===== config.mk =====
export PLATFORM = sky130hd
export DESIGN_NAME = crash_monitor
export DESIGN_NICKNAME = d
export VERILOG_FILES = /design/src/rtl/race_pkg.sv /design/src/rtl/overlap_counter.sv /design/src/rtl/crash_monitor.sv
export SDC_FILE = /design/constraint.sdc
export NUM_CORES = 1
export LEC_CHECK = 0
export CORE_ASPECT_RATIO = 0.8
export CORE_MARGIN = 4
export CORE_UTILIZATION = 53
export DETAILED_ROUTE_END_ITERATION = 12
export PLACE_DENSITY = 0.86
export SYNTH_ARGS = -nofsm -noshare
export SYNTH_HDL_FRONTEND = slang
export SYNTH_SLANG_ARGS = --single-unit

===== constraint.sdc =====
create_clock -name clk -period 4.1 [get_ports clk]
set_input_delay 0.41 -clock clk [delete_from_list [all_inputs] [get_ports clk]]
set_output_delay 0.41 -clock clk [all_outputs]
set_load 0.03 [all_outputs]

===== src/rtl/race_pkg.sv =====
// Shared types and constants for the racing game's crash logic.
package race_pkg;

    // Game state machine encoding.
    typedef enum logic [1:0] {
        ST_PLAY      = 2'd0,
        ST_CRASH     = 2'd1,
        ST_GAME_OVER = 2'd2
    } state_t;

    // Visible screen geometry.
    localparam int unsigned SCREEN_W = 640;
    localparam int unsigned SCREEN_H = 480;

    // Last visible pixel of a frame.
    localparam logic [9:0] LAST_COL = 10'(SCREEN_W - 1);
    localparam logic [9:0] LAST_ROW = 10'(SCREEN_H - 1);

    // Overlay colour meaning "no car at this pixel".
    localparam logic [11:0] BLACK = 12'h000;

    // 8-bit increment that sticks at 255.
    function automatic logic [7:0] sat_inc8(input logic [7:0] v);
        return (v == 8'hFF) ? 8'hFF : v + 8'd1;
    endfunction

endpackage


===== src/rtl/overlap_counter.sv =====
// Counts player/traffic overlap pixels per frame and flags the last pixel.
// Inputs are the pixel-aligned (already delayed) coordinates plus overlays.
// Evaluation is held off until a full frame has started (visible pixel 0,0)
// so a reset partway through a frame never produces a bogus count.
module overlap_counter
    import race_pkg::*;
(
    input  logic        clk,
    input  logic        reset,
    input  logic        clear_i,
    input  logic [9:0]  row_i,
    input  logic [9:0]  col_i,
    input  logic        von_i,
    input  logic [11:0] car_i,
    input  logic [11:0] player_i,
    output logic        frame_end_o,
    output logic [7:0]  count_o
);

    logic [7:0] count_q, count_d;
    logic       armed_q, armed_d;
    logic       hit;
    logic       last_pix;

    // Overlap test, running count including this pixel, and frame sync.
    always_comb begin
        hit      = von_i && (car_i != BLACK) && (player_i != BLACK);
        last_pix = (row_i == LAST_ROW) && (col_i == LAST_COL);
        count_o  = hit ? sat_inc8(count_q) : count_q;
        armed_d  = armed_q | (von_i && (row_i == 10'd0) && (col_i == 10'd0));
        // Counter restarts after the frame's last pixel or when told to drop it.
        count_d  = (last_pix || clear_i) ? 8'd0 : count_o;
        frame_end_o = armed_q && last_pix;
    end

    // Count and sync registers.
    always_ff @(posedge clk) begin
        if (reset) begin
            count_q <= 8'd0;
            armed_q <= 1'b0;
        end else begin
            count_q <= count_d;
            armed_q <= armed_d;
        end
    end

endmodule


===== src/rtl/crash_monitor.sv =====
// Crash detection, lives/high-score bookkeeping and crash flashing.
// Optional feature macro: CRASH_FLASH_EN enables flash_blank during CRASH.
module crash_monitor
    import race_pkg::*;
#(
    parameter int unsigned OVERLAP_MIN  = 4,
    parameter int unsigned LIVES_INIT   = 3,
    parameter int unsigned FLASH_FRAMES = 60
)(
    input  logic        clk,
    input  logic        reset,
    input  logic [9:0]  pix_row,
    input  logic [9:0]  pix_col,
    input  logic        video_on,
    input  logic [11:0] moving_cars_in,
    input  logic [11:0] player_car_in,
    input  logic [5:0]  score_in,
    input  logic        restart_btn,
    output logic        crash_pulse,
    output logic [1:0]  lives_out,
    output logic        game_over,
    output logic        freeze,
    output logic [5:0]  high_score_out,
    output logic        flash_blank
);

    state_t      state_q, state_d;
    logic [1:0]  lives_q, lives_d;
    logic [7:0]  frames_q, frames_d;
    logic [5:0]  high_q, high_d;
    logic        pulse_q, pulse_d;
    logic        btn_q, btn_d;
    logic [9:0]  row_q, row_d;
    logic [9:0]  col_q, col_d;
    logic        von_q, von_d;

    logic        frame_end;
    logic [7:0]  count;
    logic        restart_rise;
    logic        restart_take;
    logic [1:0]  lives_dec;

    overlap_counter u_ovl (
        .clk         (clk),
        .reset       (reset),
        .clear_i     (restart_take),
        .row_i       (row_q),
        .col_i       (col_q),
        .von_i       (von_q),
        .car_i       (moving_cars_in),
        .player_i    (player_car_in),
        .frame_end_o (frame_end),
        .count_o     (count)
    );

    // Timing pipe so coordinates line up with the registered overlays.
    always_comb begin
        row_d = pix_row;
        col_d = pix_col;
        von_d = video_on;
        btn_d = restart_btn;
    end

    // Restart is only honoured from GAME_OVER; the frame it lands in is dropped.
    assign restart_rise = restart_btn && !btn_q;
    assign restart_take = (state_q == ST_GAME_OVER) && restart_rise;

    // Next-state and bookkeeping logic.
    always_comb begin
        state_d   = state_q;
        lives_d   = lives_q;
        frames_d  = frames_q;
        high_d    = high_q;
        pulse_d   = 1'b0;
        lives_dec = (lives_q == 2'd0) ? 2'd0 : lives_q - 2'd1;
        case (state_q)
            ST_PLAY: begin
                if (frame_end && (32'(count) >= OVERLAP_MIN)) begin
                    pulse_d = 1'b1;
                    lives_d = lives_dec;
                    if (lives_dec == 2'd0) begin
                        state_d = ST_GAME_OVER;
                        if (score_in > high_q) high_d = score_in;
                    end else begin
                        state_d  = ST_CRASH;
                        frames_d = 8'(FLASH_FRAMES);
                    end
                end
            end
            ST_CRASH: begin
                if (frame_end) begin
                    if (frames_q <= 8'd1) begin
                        frames_d = 8'd0;
                        state_d  = ST_PLAY;
                    end else begin
                        frames_d = frames_q - 8'd1;
                    end
                end
            end
            ST_GAME_OVER: begin
                if (restart_take) begin
                    state_d = ST_PLAY;
                    lives_d = 2'(LIVES_INIT);
                end
            end
            default: state_d = ST_PLAY;
        endcase
    end

    // State and bookkeeping registers.
    always_ff @(posedge clk) begin
        if (reset) begin
            state_q  <= ST_PLAY;
            lives_q  <= 2'(LIVES_INIT);
            frames_q <= 8'd0;
            high_q   <= 6'd0;
            pulse_q  <= 1'b0;
            btn_q    <= 1'b0;
            row_q    <= 10'd0;
            col_q    <= 10'd0;
            von_q    <= 1'b0;
        end else begin
            state_q  <= state_d;
            lives_q  <= lives_d;
            frames_q <= frames_d;
            high_q   <= high_d;
            pulse_q  <= pulse_d;
            btn_q    <= btn_d;
            row_q    <= row_d;
            col_q    <= col_d;
            von_q    <= von_d;
        end
    end

    assign crash_pulse    = pulse_q;
    assign lives_out      = lives_q;
    assign game_over      = (state_q == ST_GAME_OVER);
    assign freeze         = (state_q != ST_PLAY);
    assign high_score_out = high_q;

`ifdef CRASH_FLASH_EN
    // Blink in 8-frame phases while the crash countdown runs.
    assign flash_blank = (state_q == ST_CRASH) && frames_q[3];
`else
    assign flash_blank = 1'b0;
`endif

endmodule


# ---- After elaboration in Yosys (flattened, before gate mapping)
# Index checks and enable logic that the tools add are counted.
dict set report classes {
  addsub 3
  magnitude_cmp 3
  eq_ne 10
  muxes 18
  bitwise_logic 2
  reduce_logical 27
}
# cell count
set op_table {}
lappend op_table {{$mux 8} 6}
lappend op_table {{$reduce_bool 12->1} 2}
lappend op_table {{$logic_not 10->1} 2}
lappend op_table {{$mux 2} 8}
lappend op_table {{$pmux 8 s2} 1}
lappend op_table {{$reduce_and 4->1} 3}
lappend op_table {{$eq 10x10->1 const B} 1}
lappend op_table {{$eq 10x9->1 const B} 1}
lappend op_table {{$logic_and 1x1->1} 9}
lappend op_table {{$add 8x1->8 const B} 1}
lappend op_table {{$eq 8x8->1 const B} 1}
lappend op_table {{$ge 8x3->1 const B} 1}
lappend op_table {{$le 8x1->1 const B} 1}
lappend op_table {{$ne 2x2->1 const B} 4}
lappend op_table {{$sub 8x1->8 const B} 1}
lappend op_table {{$gt 6x6->1} 1}
lappend op_table {{$logic_not 2->1} 3}
lappend op_table {{$pmux 2 s3} 1}
lappend op_table {{$reduce_bool 2->1} 3}
lappend op_table {{$pmux 2 s2} 1}
lappend op_table {{$reduce_or 2->1} 2}
lappend op_table {{$reduce_and 3->1} 1}
lappend op_table {{$eq 2x1->1 const B} 1}
lappend op_table {{$eq 2x2->1 const B} 1}
lappend op_table {{7 further kinds} 7}
dict set report word_totals {
  ff_bits 50
  in_bits 54
  output_inout_bits 12
  word_cells 74
}

# ---- Depth between registers and ports, before layout
dict set report logic_depth {
  word_depth 8
  mapped_depth 9
  depth_no_buf 9
}

# ---- Hierarchy
# A second synthesis with hierarchy kept.
dict set report unflattened {
  hier_cells 279
  hier_area_um2 2443.6
}
# module instances cells_each area_per_inst_um2 seq_area_each_um2
set by_module_without_submodules {}
lappend by_module_without_submodules {crash_monitor 1 193 1764.2 820.8}
lappend by_module_without_submodules {overlap_counter 1 86 679.4 180.2}

# ---- Least setup slack after synthesis
# OpenSTA, ideal clock, no wires.
dict set report synth_timing {
  path_type {input -> register}
  from {input moving_cars_in[9]}
  to {register lives_q[0] (netlist: lives_out[0])}
  setup_time_ns 0.120
  t_arrival_ns 2.197
  path_slack_ns 1.783
  cell_stages 7
  path_buffers 0
  path_cell_list {nor4_2 a31oi_2 nand3_1 mux2_2 or3_4 and4_4 a211o_1}
}
dict set report synth_via {
  elab_chain_cells 8
}
# item line
set synth_rtl {}
lappend synth_rtl {{start, declared} crash_monitor.sv:15} ;# input logic [11:0] moving_cars_in,
lappend synth_rtl {{$reduce_bool 12->1} overlap_counter.sv:27} ;# hit = von_i && (car_i != BLACK) && (player_i != BLACK);
lappend synth_rtl {{$logic_and 1x1->1 (2 in series)} overlap_counter.sv:27}
lappend synth_rtl {{$mux 8} overlap_counter.sv:29} ;# count_o = hit ? sat_inc8(count_q) : count_q;
lappend synth_rtl {{$ge 8x3->1} crash_monitor.sv:78} ;# if (frame_end && (32'(count) >= OVERLAP_MIN)) begin
lappend synth_rtl {{$logic_and 1x1->1} crash_monitor.sv:78}
lappend synth_rtl {{$ne 2x2->1 (no source line)} --}
lappend synth_rtl {{$reduce_and 3->1 (no source line)} --}
lappend synth_rtl {{end signal, assigned} crash_monitor.sv:114} ;# lives_q <= 2'(LIVES_INIT);
lappend synth_rtl {{end signal, assigned} crash_monitor.sv:124} ;# lives_q <= lives_d;
lappend synth_rtl {{end, declared} crash_monitor.sv:28} ;# logic [1:0] lives_q, lives_d;
# No other way between the ends.
# A chain may end at the register's enable or synchronous reset.

# ---- Worst setup path in the final report
dict set report layout_timing {
  from {input moving_cars_in[10]}
  to {register frames_q[2]}
}
dict set report layout_via {
  elab_chain_cells 8
}
# item line
set layout_rtl {}
lappend layout_rtl {{$reduce_bool 12->1} overlap_counter.sv:27}
lappend layout_rtl {{$logic_and 1x1->1 (2 in series)} overlap_counter.sv:27}
lappend layout_rtl {{$mux 8} overlap_counter.sv:29}
lappend layout_rtl {{$ge 8x3->1} crash_monitor.sv:78}
lappend layout_rtl {{$logic_and 1x1->1} crash_monitor.sv:78}
lappend layout_rtl {{$ne 2x2->1 (no source line)} --}
lappend layout_rtl {{$reduce_and 4->1 (no source line)} --}
lappend layout_rtl {{end signal, assigned} crash_monitor.sv:125} ;# frames_q <= frames_d;
lappend layout_rtl {{end, declared} crash_monitor.sv:29} ;# logic [7:0] frames_q, frames_d;
# No other way between the ends.

==> impl_metrics.ini <==
[status]
outcome = finished clean

[synth]
synth-xor-area-share_pct = 0
synth_top_area_share_pct = 38.5
ys_seq_area_share_pct = 38.5
synth.most_common_cell = dfxtp_1
synth_edf_count = 0
synthMuxAreaShare_pct = 3.90
synth_top_family_by_area = simple AND/OR/NAND/NOR gates
async_flop_share_pct = 0
syn_area_mm2 = 0.00260
yosys.area.top_type = dfxtp_1
yosys.area_share.simple_pct = 34.1
ys_types = 53
synth_ff_type = dfxtp_1
synth_nets = 356
netlist_instances = 293
synth-seq-cells = 50
ys_warn_count = 0
synth.top_cells.by_count = dfxtp_1 (50), nor2b_1 (26), nor2_1 (23)
synth_compound_area_share_pct = 14.4
synthAdderAreaFrac_pct = 4.34
avgSynthCellArea_um2 = 8.87
synth.area.top_cells = dfxtp_1 (39%), nor2b_1 (6.3%), nand2b_1 (4.6%)

[floorplanning]
io_pins = 66
dieArea_mm2 = 0.00609
num_rows = 22
die_w_um = 86.3
die_h_um = 70.6
core_mm2 = 0.00465
start_util_pct = 55.8

[drt]
firstDrtPassIters = 4
wl_per_cell_um = 14.3
vias = 2280
ant_nets = 0
via_per_inst = 5.48
drtIter0Drc = 115
wirelength_mm = 5.93
drc = 0

[clocking]
clk_pin_slew_ps = 90
cts-resized-gates = 0
cts.sinks = 50
worstSkewPairLatency_ps = 310
clockBufferDepth = 2
hold_buffers = 0
cts_tree = built
cts_made_buffers = 5
htree_num_levels = 2
cts-root-buf = clkbuf_8
postCtsSetupBuffers = 0

[global_routing]
grt_pass1_wl_mm = 9.71
grt_max_degree = 28
grt_pass1_vias = 2195
grt_antenna_before_repair = 0
track_usage_pct = 19.7
overflow = 0

[timing]
holdWs_ps = 491
fin_tns_setup_ps = 0
period_minus_slack_ps = 2620
max_freq_mhz = 382
tightest_slew_ps = 944
rsz0062_at_grt = false
finalMaxSlewViolations = 0
clock-skew-final_ps = 5.30
setup_viol = 0
slew_headroom_pct = 36.9
fin_crit_sh_pct = 63.8
hold_viol = 0

[min_path]
holdCritPathClass = reg2reg
whs_path_depth = 2
min_from = high_score_out[3]
hold_end = high_score_out[3]

[critical_path]
cpLargestDelayFamily = simple AND/OR/NAND/NOR gates
worst_path_max_delay_cell = clkdlybuf4s50_1
worstPathArrival_ps = 2820
crit_cells = 9
crit_fanout = 13
r2r_end = high_score_out[2]
crit_type = in2reg
cpPeakStageDelay_ps = 440
required_ps = 4300
crit_chain = clkdlybuf4s50_1 > nor4_2 > a31oi_2 > nand3_1 > mux2_2 > o311ai_2 > buf_4 > a211oi_1 > or2_2
reg2reg_depth = 8
crit_path_end_kind = flip-flop
reg2reg_slack_ps = 1590
start_kind = primary input
rr_startpoint = u_ovl.count_q[0]
critPathBufInv = 2

[layout]
fin_cells = 416
area_growth_pct = 30.3
drive_gt1_share_pct = 8.99
nNetsFinal = 418
antenna_cells = 0

[power_and_ir_drop]
seq_power_share_pct = 52.6
switching_share_pct = 22.4
combPwrFrac_pct = 10.8
p_leak_nw = 1.20
peakVddDrop_uv = 254
power.internal_w = 0.000747
power_switching_w = 0.000216
powerDensity_mw_per_mm2 = 284
clockPowerShare_pct = 36.6

[placement]
gp_congestion = 0.853
post-dp-hpwl_mm = 4.56
placed_cells = 408
portBuffers = 64

[flow_run]
maxCapViolCount = 0
==> final cells by class <==
type	instances	area [um^2]
clock buffers	5	68.8
clock inverters	3	43.8
fillers	383	1270
inverters	17	63.8
multi-input cells	215	1480
flip-flops and latches	50	1000
well taps	60	75.1
repair buffers	66	656
==> layer usage <==
layer	track usage, %	part of all wire, %
met5	0	0
met4	6.40	1.5
met3	4.66	4.0
met2	33.1	48
met1	25.1	46
==> state kept, by name (all words and copies together), names as in the netlist <==
signal	flops
high_score_out	6
col_q	10
lives_out	2
u_ovl.count_q	8
von_q	1
frames_q	8
row_q	10
u_ovl.armed_q	1
crash_pulse	1
state_q	2
btn_q	1
==> through the flow <==
step / total power, W / setup slack (ps) / utilization, % / area, um^2
floorplan: 0.000557 / 1780 / - / 2600
CTS: 0.000968 / 1470 / 72.7 / 3380
global placement: 0.000617 / 1280 / 70.3 / 3270
finish: 0.000962 / 1480 / 72.7 / 3380
detailed placement: 0.000620 / 1140 / 70.3 / 3270
global route: 0.000998 / 1340 / 72.7 / 3380
==> power groups by stage <==
stage               combinational (W)  sequential [W]  clock (W)
finish                       0.000104        0.000506   0.000353
global route                 0.000111        0.000508   0.000378
CTS                          0.000104        0.000506   0.000358
detailed placement           0.000103        0.000518          0
global placement            0.0000998        0.000517          0
floorplan                   0.0000422        0.000515          0
==> logic make-up (layout without fill, tap and decap cells) <==
kind of cell | Yosys count | after routing
other | 1 | 1
DFF | 50 | 50
and+or+nand+nor | 146 | 146
buffers and inverters | 28 | 91
muxes | 10 | 10
AOI/OAI and AO/OA | 49 | 49
adders and majority gates | 9 | 9
==> layout by cell type (no fill, tap or decap), drive strengths merged, types with 2 or more instances in the layout <==
cell / instances
clkdlybuf4s50: 64
dfxtp: 50
nor2b: 26
nor2: 23
nand2b: 19
inv: 18
nor4: 15
nand3: 14
a21oi: 13
nand2: 12
nor3: 10
nand4: 9
mux2i: 9
ha: 9
a31oi: 9
o21ai: 7
or4: 5
clkbuf: 5
a211o: 4
and2: 4
o21a: 3
and4: 3
a211oi: 3
or2: 2
a311oi: 2
buf: 2
==> how the worst max path moves through the flow <==
stage	start	to	slack, ps
2_1_floorplan	moving_cars_in[9]	lives_out[0]	1780
3_3_place_gp	moving_cars_in[9]	frames_q[2]	1280
3_5_place_dp	moving_cars_in[10]	frames_q[2]	1140
4_1_cts	moving_cars_in[10]	frames_q[2]	1470
5_1_grt	moving_cars_in[9]	frames_q[2]	1340
6_report	moving_cars_in[10]	frames_q[2]	1480
==> worst min-delay path, stage by stage (launching register included) <==
cell and delay [ps]:
dfxtp_1 330, nand2b_1 60, mux2i_1 50
Power figures use the tool's default switching activity.
